==> src/rtl/lpf_pixel_fifo.sv <==
// Credit-based pixel FIFO between the LPF read stage and the projective transform.
// Optional coordinate-sequence checking is enabled by defining LPF_FIFO_SEQ_CHECK_EN.
module lpf_pixel_fifo #(
  parameter int DEPTH     = 8,
  parameter int LOG_DEPTH = 3,
  parameter int PIX_W     = 18,
  parameter int NUM_PIX   = 307200
) (
  input  logic                 clock,
  input  logic                 reset,
  input  logic                 frame_flag,
  output logic                 request,
  input  logic [PIX_W-1:0]     pixel_in,
  input  logic [9:0]           x_in,
  input  logic [8:0]           y_in,
  input  logic                 pixel_flag_in,
  output logic [PIX_W-1:0]     out_pixel,
  output logic [9:0]           out_x,
  output logic [8:0]           out_y,
  output logic                 out_valid,
  input  logic                 out_ready,
  output logic                 frame_done,
  output logic [LOG_DEPTH:0]   level,
  output logic                 seq_err
);

  localparam int W = PIX_W + 19;
  localparam logic [LOG_DEPTH:0]   FULL = (LOG_DEPTH+1)'(DEPTH);
  localparam logic [LOG_DEPTH+1:0] CAP  = (LOG_DEPTH+2)'(DEPTH);
  localparam logic [18:0]          LAST = 19'(NUM_PIX - 1);

  typedef enum logic [1:0] {
    IDLE,
    RUN,
    DONE,
    DRAIN
  } state_t;

  state_t state;

  logic [W-1:0]         mem [DEPTH];
  logic [LOG_DEPTH-1:0] wr_ptr;
  logic [LOG_DEPTH-1:0] rd_ptr;
  logic [LOG_DEPTH-1:0] rd_next;
  logic [LOG_DEPTH:0]   inflight;
  logic [LOG_DEPTH:0]   head_level;
  logic [LOG_DEPTH:0]   next_level;
  logic [LOG_DEPTH:0]   lvl_push;
  logic [LOG_DEPTH:0]   lvl_pop;
  logic [LOG_DEPTH:0]   lvl_req;
  logic [LOG_DEPTH+1:0] credit;
  logic [18:0]          req_cnt;
  logic                 live;
  logic                 ret;
  logic                 accept;
  logic                 push;
  logic                 pop;

  // Requests only go out while level + inflight leaves room for every return.
  assign credit  = {1'b0, level} + {1'b0, inflight};
  assign request = (state == RUN) && (credit < CAP) && (req_cnt <= LAST);

  assign live   = (state == RUN) || (state == DONE);
  assign ret    = pixel_flag_in && (inflight != '0);
  assign accept = ret && live && !frame_flag;
  assign pop    = out_valid && out_ready;
  assign push   = accept && ((level != FULL) || pop);

  assign rd_next    = rd_ptr + LOG_DEPTH'(1);
  assign lvl_push   = {{LOG_DEPTH{1'b0}}, push};
  assign lvl_pop    = {{LOG_DEPTH{1'b0}}, pop};
  assign lvl_req    = {{LOG_DEPTH{1'b0}}, request};
  assign head_level = level - lvl_pop;
  assign next_level = head_level + lvl_push;

  always_ff @(posedge clock) begin
    if (push) begin
      mem[wr_ptr] <= {x_in, y_in, pixel_in};
    end
  end

  always_ff @(posedge clock) begin
    if (reset) begin
      state      <= IDLE;
      wr_ptr     <= '0;
      rd_ptr     <= '0;
      level      <= '0;
      inflight   <= '0;
      req_cnt    <= '0;
      out_valid  <= 1'b0;
      out_pixel  <= '0;
      out_x      <= '0;
      out_y      <= '0;
      frame_done <= 1'b0;
    end else begin
      inflight   <= inflight + lvl_req - {{LOG_DEPTH{1'b0}}, ret};
      frame_done <= pop && (out_x == 10'd639) && (out_y == 9'd479);
      if (frame_flag) begin
        wr_ptr    <= '0;
        rd_ptr    <= '0;
        level     <= '0;
        req_cnt   <= '0;
        out_valid <= 1'b0;
        state     <= (state == IDLE) ? RUN : DRAIN;
      end else begin
        level     <= next_level;
        out_valid <= (next_level != '0);
        if (push) begin
          wr_ptr <= wr_ptr + LOG_DEPTH'(1);
        end
        if (pop) begin
          rd_ptr <= rd_next;
        end
        // The head register is refilled from the input when the FIFO behind it is empty.
        if (push && (head_level == '0)) begin
          {out_x, out_y, out_pixel} <= {x_in, y_in, pixel_in};
        end else if (pop && (head_level != '0)) begin
          {out_x, out_y, out_pixel} <= mem[rd_next];
        end
        if (request) begin
          req_cnt <= req_cnt + 19'd1;
        end
        unique case (state)
          IDLE: state <= IDLE;
          RUN: begin
            if (request && (req_cnt == LAST)) begin
              state <= DONE;
            end
          end
          DONE: state <= DONE;
          DRAIN: begin
            if (inflight == '0) begin
              state   <= RUN;
              req_cnt <= '0;
            end
          end
          default: state <= IDLE;
        endcase
      end
    end
  end

`ifdef LPF_FIFO_SEQ_CHECK_EN
  logic [9:0] exp_x;
  logic [8:0] exp_y;
  logic       err;

  always_ff @(posedge clock) begin
    if (reset) begin
      exp_x <= '0;
      exp_y <= '0;
      err   <= 1'b0;
    end else if (frame_flag) begin
      exp_x <= '0;
      exp_y <= '0;
    end else if (push) begin
      if ((x_in != exp_x) || (y_in != exp_y)) begin
        err <= 1'b1;
      end
      if (exp_x == 10'd639) begin
        exp_x <= '0;
        exp_y <= (exp_y == 9'd479) ? 9'd0 : exp_y + 9'd1;
      end else begin
        exp_x <= exp_x + 10'd1;
      end
    end
  end

  assign seq_err = err;
`else
  assign seq_err = 1'b0;
`endif

endmodule

==> config.mk <==
export PLATFORM = sky130hd
export DESIGN_NAME = lpf_pixel_fifo
export DESIGN_NICKNAME = d
export VERILOG_FILES = /design/src/rtl/lpf_pixel_fifo.sv
export SDC_FILE = /design/constraint.sdc
export NUM_CORES = 1
export LEC_CHECK = 0
export CORE_MARGIN = 1.5
export CORE_UTILIZATION = 47
export DETAILED_ROUTE_END_ITERATION = 8
export DONT_BUFFER_PORTS = 1
export GPL_TIMING_DRIVEN = 0
export PLACE_DENSITY_LB_ADDON = 0.12
export SLEW_MARGIN = 40
export SYNTH_ARGS = -nofsm -noshare
export SYNTH_HDL_FRONTEND = slang
export SYNTH_SLANG_ARGS = --single-unit
==> constraint.sdc <==
create_clock -name clock -period 6.75 [get_ports clock]
set_clock_uncertainty 0.1 [all_clocks]
set_input_delay 1.35 -clock clock [delete_from_list [all_inputs] [get_ports clock]]
set_output_delay 1.35 -clock clock [all_outputs]
set_load 0.03 [all_outputs]
* Word-level counts from Yosys, hierarchy flattened
Memory sizes are Yosys's and may differ from the RTL's. Cells that the tools add are included.
Operators by class: order comparisons 2, reduce and logical (&&, ||, !) cells 25, equality and inequality tests 9, mux-type cells 16, bitwise logic cells 1, $add $sub $neg 8
Operators by type and width (number):
- 2-to-1 mux 19 bit | 3
- 2-to-1 mux 18 bit | 2
- 2-to-1 mux 10 bit | 2
- adder 19 x 1 -> 19 bit, second input constant | 1
- equality test 19 bit, second input constant | 1
- less-or-equal comparator 19 bit, second input constant | 1
- 2-to-1 mux 9 bit | 2
- logical AND 1 bit | 12
- nonzero test 4 bit | 3
- equality test 10 bit, second input constant | 1
- equality test 9 bit, second input constant | 1
- adder 4 x 1 -> 4 bit | 2
- logical NOT 4 bit | 2
- 2-to-1 mux 2 bit | 4
- case mux 2 bit (4 select lines) | 1
- subtractor 4 x 1 -> 4 bit | 2
- adder 3 x 1 -> 3 bit, second input constant | 2
- adder 4 x 4 -> 5 bit | 1
- less-than comparator 5 x 4 -> 1 bit, second input constant | 1
- equality test 2 bit, second input constant | 2
- inequality test 4 bit, second input constant | 1
- AND reduction 2 bit | 2
- inequality test 3 x 2 -> 1 bit, second input constant | 1
- inequality test 3 bit, second input constant | 1
- other kinds (8) | 10
Storage, ports and cells: RAM bits 296, logic and storage cells 73, bits of input ports 42, output and inout port bits 45, register bits after elaboration 74, memories 1
Memory list:
- mem | depth 8, width 37, rd ports 1, clocked after Yosys merged registers in 0, wr ports 1, RTL line 41 | logic [W-1:0] mem [DEPTH];

* Depth between registers and ports, before layout
Gate-level depths: netlist of run 1.
depth after elaboration 8, depth in mapped cells 12, mapped depth without buffers 11

* Worst setup path before layout of run 1
No wires, ideal clock.
path kind input port to flip-flop, start point input pixel_flag_in, end point memory mem[2][0] (netlist name), enable pin, setup slack 0.455 ns, buffers on the path 0, stages 3, data arrival time 5.658 ns, required time 6.113 ns, cell sequence nor2b_1 > nand3_2 > nor4b_1
Between the ends: cells in the longest elaborated chain, start to end 6
RTL lines:
- from (decl) | RTL line 16 | input logic pixel_flag_in,
- logical AND 1 bit | RTL line 64 | assign ret = pixel_flag_in && (inflight != '0);
- logical AND 1 bit (2 in a row) | RTL line 65 | assign accept = ret && live && !frame_flag;
- logical AND 1 bit | RTL line 67 | assign push = accept && ((level != FULL) || pop);
- 2-to-1 mux 1 bit | RTL line 77 | if (push) begin
- 2-to-1 mux 1 bit (implied by the code) | RTL line 78 | mem[wr_ptr] <= {x_in, y_in, pixel_in};
- to (decl) | RTL line 41
No other way between the ends.

* Final worst setup path of run 1
start point register level[3], end point output request
Between the ends: cells in the longest elaborated chain, start to end 4
RTL lines:
- from (decl) | RTL line 23 | output logic [LOG_DEPTH:0] level,
- from (signal assigned) | RTL line 106 | level <= next_level;
- adder 4 x 4 -> 5 bit | RTL line 60 | assign credit = {1'b0, level} + {1'b0, inflight};
- less-than comparator 5 x 4 -> 1 bit | RTL line 61 | assign request = (state == RUN) && (credit < CAP) && (req_cnt <= LAST);
- logical AND 1 bit (2 in a row) | RTL line 61
- to (decl) | RTL line 12 | output logic request,
No other way between the ends.

==> results of run 1 <==
[cells by family after synthesis]
group                      share of synthesized area, %
DFF                                                71.0
and+or+nand+nor                                    5.78
muxes                                              14.6
AOI/OAI and AO/OA                                  4.54
buffers and inverters                              1.52
adders and majority gates                          1.76
xor gates and xnor gates                          0.839
other                                            0.0257
[registers in the layout, summed over array words and instances (netlist names)]
| register | flops |
|---|---|
| wr_ptr | 3 |
| out_x | 10 |
| state | 2 |
| level | 4 |
| inflight | 4 |
| out_pixel | 18 |
| frame_done | 1 |
| mem | 296 |
| rd_ptr | 3 |
| out_y | 9 |
| req_cnt | 19 |
| out_valid | 1 |
[cell usage in the layout (no fill, tap or decap), types with 14 or more instances in the layout]
cell and n:
sky130_fd_sc_hd__edfxtp_1 296, sky130_fd_sc_hd__buf_2 51, sky130_fd_sc_hd__mux2i_1 46, sky130_fd_sc_hd__inv_1 15, sky130_fd_sc_hd__dfxtp_1 74, sky130_fd_sc_hd__nand2_1 27
sky130_fd_sc_hd__buf_4 27, sky130_fd_sc_hd__clkbuf_16 43, sky130_fd_sc_hd__a221o_1 37, sky130_fd_sc_hd__nor2_1 53, sky130_fd_sc_hd__mux4_2 74, sky130_fd_sc_hd__ha_1 19
sky130_fd_sc_hd__a21oi_1 14, sky130_fd_sc_hd__clkbuf_1 24
[power by group through the flow]
stage          clock network, mW  registers (mW)  logic [mW]
6_report                    2.16            2.57       0.290
5_1_grt                     2.29            2.58       0.318
4_1_cts                     2.21            2.57       0.290
3_5_place_dp                   0            2.62       0.286
3_3_place_gp                   0            2.62       0.268
2_1_floorplan                  0            2.61       0.205
[layer usage]
metal	wire length, um	up-vias	track usage [%]	share of wire [%]
li1	-	3500	-	-
met1	13700	4143	27.5	42
met2	16100	222	34.7	49
met3	2130	48	5.20	6.5
met4	724	0	5.99	2.2
met5	0	-	0	0
[metrics by stage]
| stage | util (%) | total power [mW] | cells | hold WS, ps |
|---|---|---|---|---|
| 5_1_grt | 55.2 | 5.19 | 1349 | 393 |
| 6_report | 55.2 | 5.02 | 1349 | 372 |
| 2_1_floorplan | - | 2.82 | 816 | 338 |
| 3_5_place_dp | 50.9 | 2.91 | 1275 | 365 |
| 3_3_place_gp | 49.4 | 2.89 | 1212 | 349 |
| 4_1_cts | 55.2 | 5.08 | 1349 | 372 |
[worst max-delay path: cells and delay by family, from the launching register on]
kind | cells | cell delay, ps
adder cells (fa/ha/maj) | 1 | 340
flip-flops | 1 | 590
buffers and inverters | 1 | 230
AND/OR/NAND/NOR | 4 | 1230
[path summary, 6_finish.rpt]
check	end	slack [ps]	cells after the start
max reg2reg	out_y[1]$_SDFFE_PP0P_	2960	10
max	request	2390	6
min reg2reg	req_cnt[9]$_SDFF_PP0_	370	2
min	req_cnt[9]$_SDFF_PP0_	370	2
[area by class of cell]
cell class              instances  area, um2
fillers                      2407      13700
flip-flops and latches        370      10400
multi-input cells             392       4080
clock buffers                  57       1150
well taps                     396        495
repair buffers                 63        413
plain buffers                  37        166
clock inverters                17        163
inverters                      17       63.8
==> flow_summary_export.csv, run 1 <==
group,metric,value,unit
run_status,status,"complete, no violations",
setup_path,crit_path_end_kind,"primary output",
clocking,clock_buffers_created_by_tritoncts,40,
power_and_ir_drop,peakVddDrop,0.209,mV
clocking,h-tree-depth,2,
power_and_ir_drop,total_leakage_power,5.55,nW
sta,finalSetupViolCount,0,
synthesis,synth.lib_cells_used.distinct,60,
global_routing,global_route.overflow_total,0,
power_and_ir_drop,p_sw,1.10,mW
placed_design,detailedPlace.worstSlack,2040,ps
final_layout,diodes,0,
sta,max-slew-margin-rel,45.2,%
synthesis,postSynthRegisterBits,370,
routing,number_of_drc_violations_after_detailed_routing,0,
global_routing,grtUsageTotal,20.9,%
die,floorplan.io_pins,87,
sta,setup_ws,2390,ps
min_path,hp-start,"req_cnt[9]$_SDFF_PP0_",
power_and_ir_drop,sw_frac_of_total,21.9,%
sta,final_hold_viol_count,0,
setup_path,required,5300,ps
placed_design,dpl.hpwl,22000,um
power_and_ir_drop,sequentialPowerShare,51.2,%
die,die_height,179,um
clocking,cts.repair.resized,0,
power_and_ir_drop,pwr-share-clk,43.0,%
flow_run,cap_viol_max_count,0,
synthesis,synth_seq_area_share,71.0,%
placed_design,place_congestion,0.780,
sta,worst-slew-pin-transition,821,ps
setup_path,worst_path_largest_cell_delay,590,ps
routing,drt_pass1_iterations,5,
die,die_width,179,um
final_layout,layout-drive-gt1-share,24.6,%
final_layout,finish.net_count,983,
synthesis,yosys_most_used_dff,"sky130_fd_sc_hd__edfxtp_1",
clocking,tritoncts_clock_tree,"done",
setup_path,crit_path_max_fanout,10,
synthesis,yosys.cell_count.top_type,"sky130_fd_sc_hd__edfxtp_1",
min_path,type_of_the_most_critical_hold_path,"reg -> reg",
clocking,clockRootBuffer,"sky130_fd_sc_hd__clkbuf_16",
synthesis,synth_top_area_share,60.8,%
sta,max_clock_freq,0.229,GHz
sta,finalSetupTns,0,ps
power_and_ir_drop,intPower,3.92,mW
clocking,clock_slew_at_the_register_clock_pins_of_the_worst_setup_and_hold_paths,60,ps
routing,drt_iter0_drc,685,
placed_design,port_buffers,0,
global_routing,grt_pass1_vias,8258,
power_and_ir_drop,power_per_cell_area,297,mW/mm2
synthesis,post_synth_instance_area,0.0146,mm2
synthesis,postSynth.asyncResetShare,0,%
synthesis,ys.warnings.count,0,
global_routing,grt_max_degree,16,
clocking,postCtsSetupBuffers,0,
synthesis,postSynthNetCount,878,
sta,finalMaxSlewViolations,0,
synthesis,netlist_instances,816,
die,fp.dieArea,0.0322,mm2
setup_path,worstPathCellList,"ha_1 -> nor4b_4 -> nand3_4 -> or3b_1 -> clkbuf_1 -> nand2_1",
clocking,cts_sinks,370,
global_routing,initial_antenna_violation_count,0,
synthesis,yosys.area.top_type,"sky130_fd_sc_hd__edfxtp_1",
power_and_ir_drop,p_comb_share,5.8,%
synthesis,synth.avg_cell_area,17.9,um2
routing,totalWireLength,32600,um
synthesis,post_synth_main_area_contributors,"sky130_fd_sc_hd__edfxtp_1 (61%), sky130_fd_sc_hd__mux4_2 (11%), sky130_fd_sc_hd__dfxtp_1 (10%)",
setup_path,cp.arrival,2910,ps
die,rows,64,
sta,final.min_clock_period,4360,ps
setup_path,cp-startpoint,"level[3]$_SDFF_PP0_",
synthesis,synth_edf_count,296,
final_layout,synthToLayoutAreaGrowth,15.6,%
synthesis,yosys-top-cells-count,"sky130_fd_sc_hd__edfxtp_1 (296), sky130_fd_sc_hd__dfxtp_1 (74), sky130_fd_sc_hd__mux4_2 (74)",
final_layout,post-route-cell-area,0.0169,mm2
clocking,hold_buffers,0,
placed_design,placedInstanceArea,0.0156,mm2
clocking,max-clock-path-buffers,3,
die,floorplan.initialDensity,47.8,%
routing,avgViaCountPerCell,5.87,
setup_path,r2r-start,"out_valid$_SDFF_PP0_",
routing,routed_wire_length_per_instance,24.2,um
setup_path,critical_path.slowest_cell,"sky130_fd_sc_hd__dfxtp_1",
die,core_region_area,0.0306,mm2
sta,finalCritPeriodShare,64.6,%
routing,dr_total_vias,7913,
clocking,insertion_delay,530,ps
global_routing,grt_first_pass_wirelength,49300,um
setup_path,start_kind,"flip-flop",
setup_path,path_class,"reg -> out",
routing,post_drt_antenna_nets,0,
sta,rsz0062_at_grt,"false",
Note: power is estimated with default switching activity, not from simulation.
==> inputs of run 2 (changes only) <==
==> constraint.sdc (replaced) <==
create_clock -name clock -period 4.35 [get_ports clock]
set_clock_uncertainty 0.1 [all_clocks]
set_input_delay 0.87 -clock clock [delete_from_list [all_inputs] [get_ports clock]]
set_output_delay 0.87 -clock clock [all_outputs]
set_load 0.03 [all_outputs]
==> flow_summary_export.csv, run 2 (synthesis gave the netlist of run 1 again) <==
group,metric,value,unit
run_status,status,"complete, no violations",
clocking,clockRootBuffer,"sky130_fd_sc_hd__clkbuf_16",
final_layout,largest-register,"mem",
sta,final_hold_viol_count,0,
global_routing,grtUsageTotal,20.7,%
die,core_region_area,0.0306,mm2
sta,max-slew-margin-rel,43.9,%
setup_path,crit_path_end_kind,"primary output",
die,rows,64,
setup_path,crit_family,"simple AND/OR/NAND/NOR gates",
final_layout,area_of_combinational_cells_with_multiple_inputs,0.00413,mm2
global_routing,initial_antenna_violation_count,0,
setup_path,cp.arrival,2960,ps
die,floorplan.initialDensity,47.8,%
sta,final.min_clock_period,3930,ps
final_layout,synthToLayoutAreaGrowth,15.8,%
global_routing,global_route.overflow_total,0,
power_and_ir_drop,sequentialPowerShare,51.7,%
clocking,tritoncts_clock_tree,"done",
setup_path,r2r-start,"out_valid$_SDFF_PP0_",
setup_path,critical_path.slowest_cell,"sky130_fd_sc_hd__dfxtp_1",
flow_run,cap_viol_max_count,0,
power_and_ir_drop,intPower,6.02,mW
power_and_ir_drop,pwr-share-clk,42.4,%
setup_path,cp-startpoint,"level[3]$_SDFF_PP0_",
power_and_ir_drop,p_comb_share,5.9,%
power_and_ir_drop,sw_frac_of_total,22.2,%
placed_design,dpl.hpwl,21600,um
final_layout,biggestRegsByFlops,"mem: 296 flops, req_cnt: 19 flops, out_pixel: 18 flops",
sta,rsz0062_at_grt,"false",
power_and_ir_drop,p_total,7.73,mW
final_layout,fillerInstances,2403,
sta,finalCritPeriodShare,90.5,%
die,die_height,179,um
sta,worst-slew-pin-transition,842,ps
sta,finalSetupViolCount,0,
sta,max_clock_freq,0.254,GHz
clocking,max-clock-path-buffers,3,
routing,dr_total_vias,7719,
clocking,clock_buffers_created_by_tritoncts,40,
final_layout,diodes,0,
routing,totalWireLength,32100,um
routing,drt_pass1_iterations,5,
setup_path,start_kind,"flip-flop",
final_layout,most-common-layout-cells,"sky130_fd_sc_hd__edfxtp_1 (296), sky130_fd_sc_hd__mux4_2 (74), sky130_fd_sc_hd__dfxtp_1 (74)",
clocking,cts.repair.resized,0,
global_routing,grt_first_pass_wirelength,48700,um
setup_path,worstPathCellList,"ha_1 -> nor4b_4 -> nand3_4 -> or3b_1 -> clkbuf_1 -> nand2_1",
final_layout,mostFrequentLayoutCell,"sky130_fd_sc_hd__edfxtp_1",
final_layout,sequential_cell_area,0.0104,mm2
die,floorplan.io_pins,87,
placed_design,place_congestion,0.781,
placed_design,detailedPlace.worstSlack,76.8,ps
power_and_ir_drop,p_sw,1.71,mW
clocking,postCtsSetupBuffers,0,
die,die_width,179,um
routing,number_of_drc_violations_after_detailed_routing,0,
clocking,h-tree-depth,2,
clocking,clock_slew_at_the_register_clock_pins_of_the_worst_setup_and_hold_paths,60,ps
power_and_ir_drop,peakVddDrop,0.320,mV
placed_design,port_buffers,0,
min_path,hp-start,"pixel_in[1]",
power_and_ir_drop,power_per_cell_area,457,mW/mm2
setup_path,worst_path_largest_cell_delay,620,ps
sta,finalMaxSlewViolations,0,
clocking,cts_sinks,370,
setup_path,required,3380,ps
min_path,type_of_the_most_critical_hold_path,"in -> reg",
power_and_ir_drop,total_leakage_power,5.41,nW
final_layout,finish.net_count,961,
clocking,hold_buffers,0,
setup_path,crit_path_max_fanout,10,
routing,post_drt_antenna_nets,0,
routing,avgViaCountPerCell,5.82,
global_routing,grt_pass1_vias,8062,
setup_path,critical_path_buffers_and_inverters,1,
die,fp.dieArea,0.0322,mm2
final_layout,largest_reg_flops,296,
clocking,insertion_delay,530,ps
routing,routed_wire_length_per_instance,24.2,um
setup_path,path_class,"reg -> out",
sta,setup_ws,415,ps
final_layout,layout-drive-gt1-share,22.9,%
global_routing,grt_max_degree,16,
routing,drt_iter0_drc,647,
run 2: changes by cell type in the layout (fill, tap and decap cells not counted), sizes merged:
| cell | change |
|---|---|
| buf | -22 |
| clkinv | -3 |
| bufinv | -1 |
| clkinvlp | +3 |
run 2: final timing paths:
| path | endpoint | slack, ps | depth (start not counted) |
|---|---|---|---|
| worst max-delay path | request | 420 | 6 |
| worst min-delay path | mem[2][1]$_DFFE_PP_ | 330 | 0 |
| worst max register to register | out_pixel[16]$_SDFFE_PP0P_ | 530 | 10 |
| worst min register to register | req_cnt[9]$_SDFF_PP0_ | 370 | 2 |
run 2: routing by layer:
| layer | part of all wire [%] | GRT usage (%) | vias up |
|---|---|---|---|
| li1 | - | - | 3457 |
| met1 | 42 | 27.3 | 3999 |
| met2 | 50 | 34.9 | 219 |
| met3 | 6.2 | 4.37 | 44 |
| met4 | 1.9 | 5.72 | 0 |
| met5 | 0 | 0 | - |
run 2: layout make-up:
class | count | share of cell area, %
flip-flops and latches | 370 | 61.3
multi-input cells | 392 | 24.4
clock buffers | 57 | 6.72
well taps | 396 | 2.93
repair buffers | 41 | 2.45
plain buffers | 37 | 0.976
clock inverters | 16 | 0.851
inverters | 17 | 0.377
run 2: power by group through the flow:
| stage | registers, mW | clock network (mW) | logic (mW) |
|---|---|---|---|
| 2_1_floorplan | 4.05 | 0 | 0.319 |
| 3_3_place_gp | 4.07 | 0 | 0.416 |
| 3_5_place_dp | 4.07 | 0 | 0.457 |
| 4_1_cts | 3.99 | 3.34 | 0.461 |
| 5_1_grt | 4.00 | 3.47 | 0.505 |
| 6_report | 3.99 | 3.28 | 0.456 |
run 2: worst register-to-register path, stage by stage, from the launching register on:
cell	delay, ps
sky130_fd_sc_hd__dfxtp_1	410
sky130_fd_sc_hd__nand2_1	340
sky130_fd_sc_hd__clkinv_1	310
sky130_fd_sc_hd__ha_1	290
sky130_fd_sc_hd__ha_1	190
sky130_fd_sc_hd__xnor2_1	270
sky130_fd_sc_hd__nand3_1	180
sky130_fd_sc_hd__o211ai_2	580
sky130_fd_sc_hd__clkbuf_1	580
sky130_fd_sc_hd__nor2_1	180
sky130_fd_sc_hd__a221o_1	290
run 2: metrics by stage:
step | utilization, % | std cells | setup TNS [ps] | cell area, um2 | hold slack (ps)
final | 55.3 | 1326 | 0 | 16900 | 327
after global routing | 55.3 | 1326 | 0 | 16900 | 311
after CTS | 55.3 | 1326 | 0 | 16900 | 307
after detailed placement | 51.1 | 1253 | 0 | 15600 | 366
after global placement | 49.5 | 1212 | -450240 | 15100 | 350
after floorplan | - | 816 | 0 | 14700 | 338
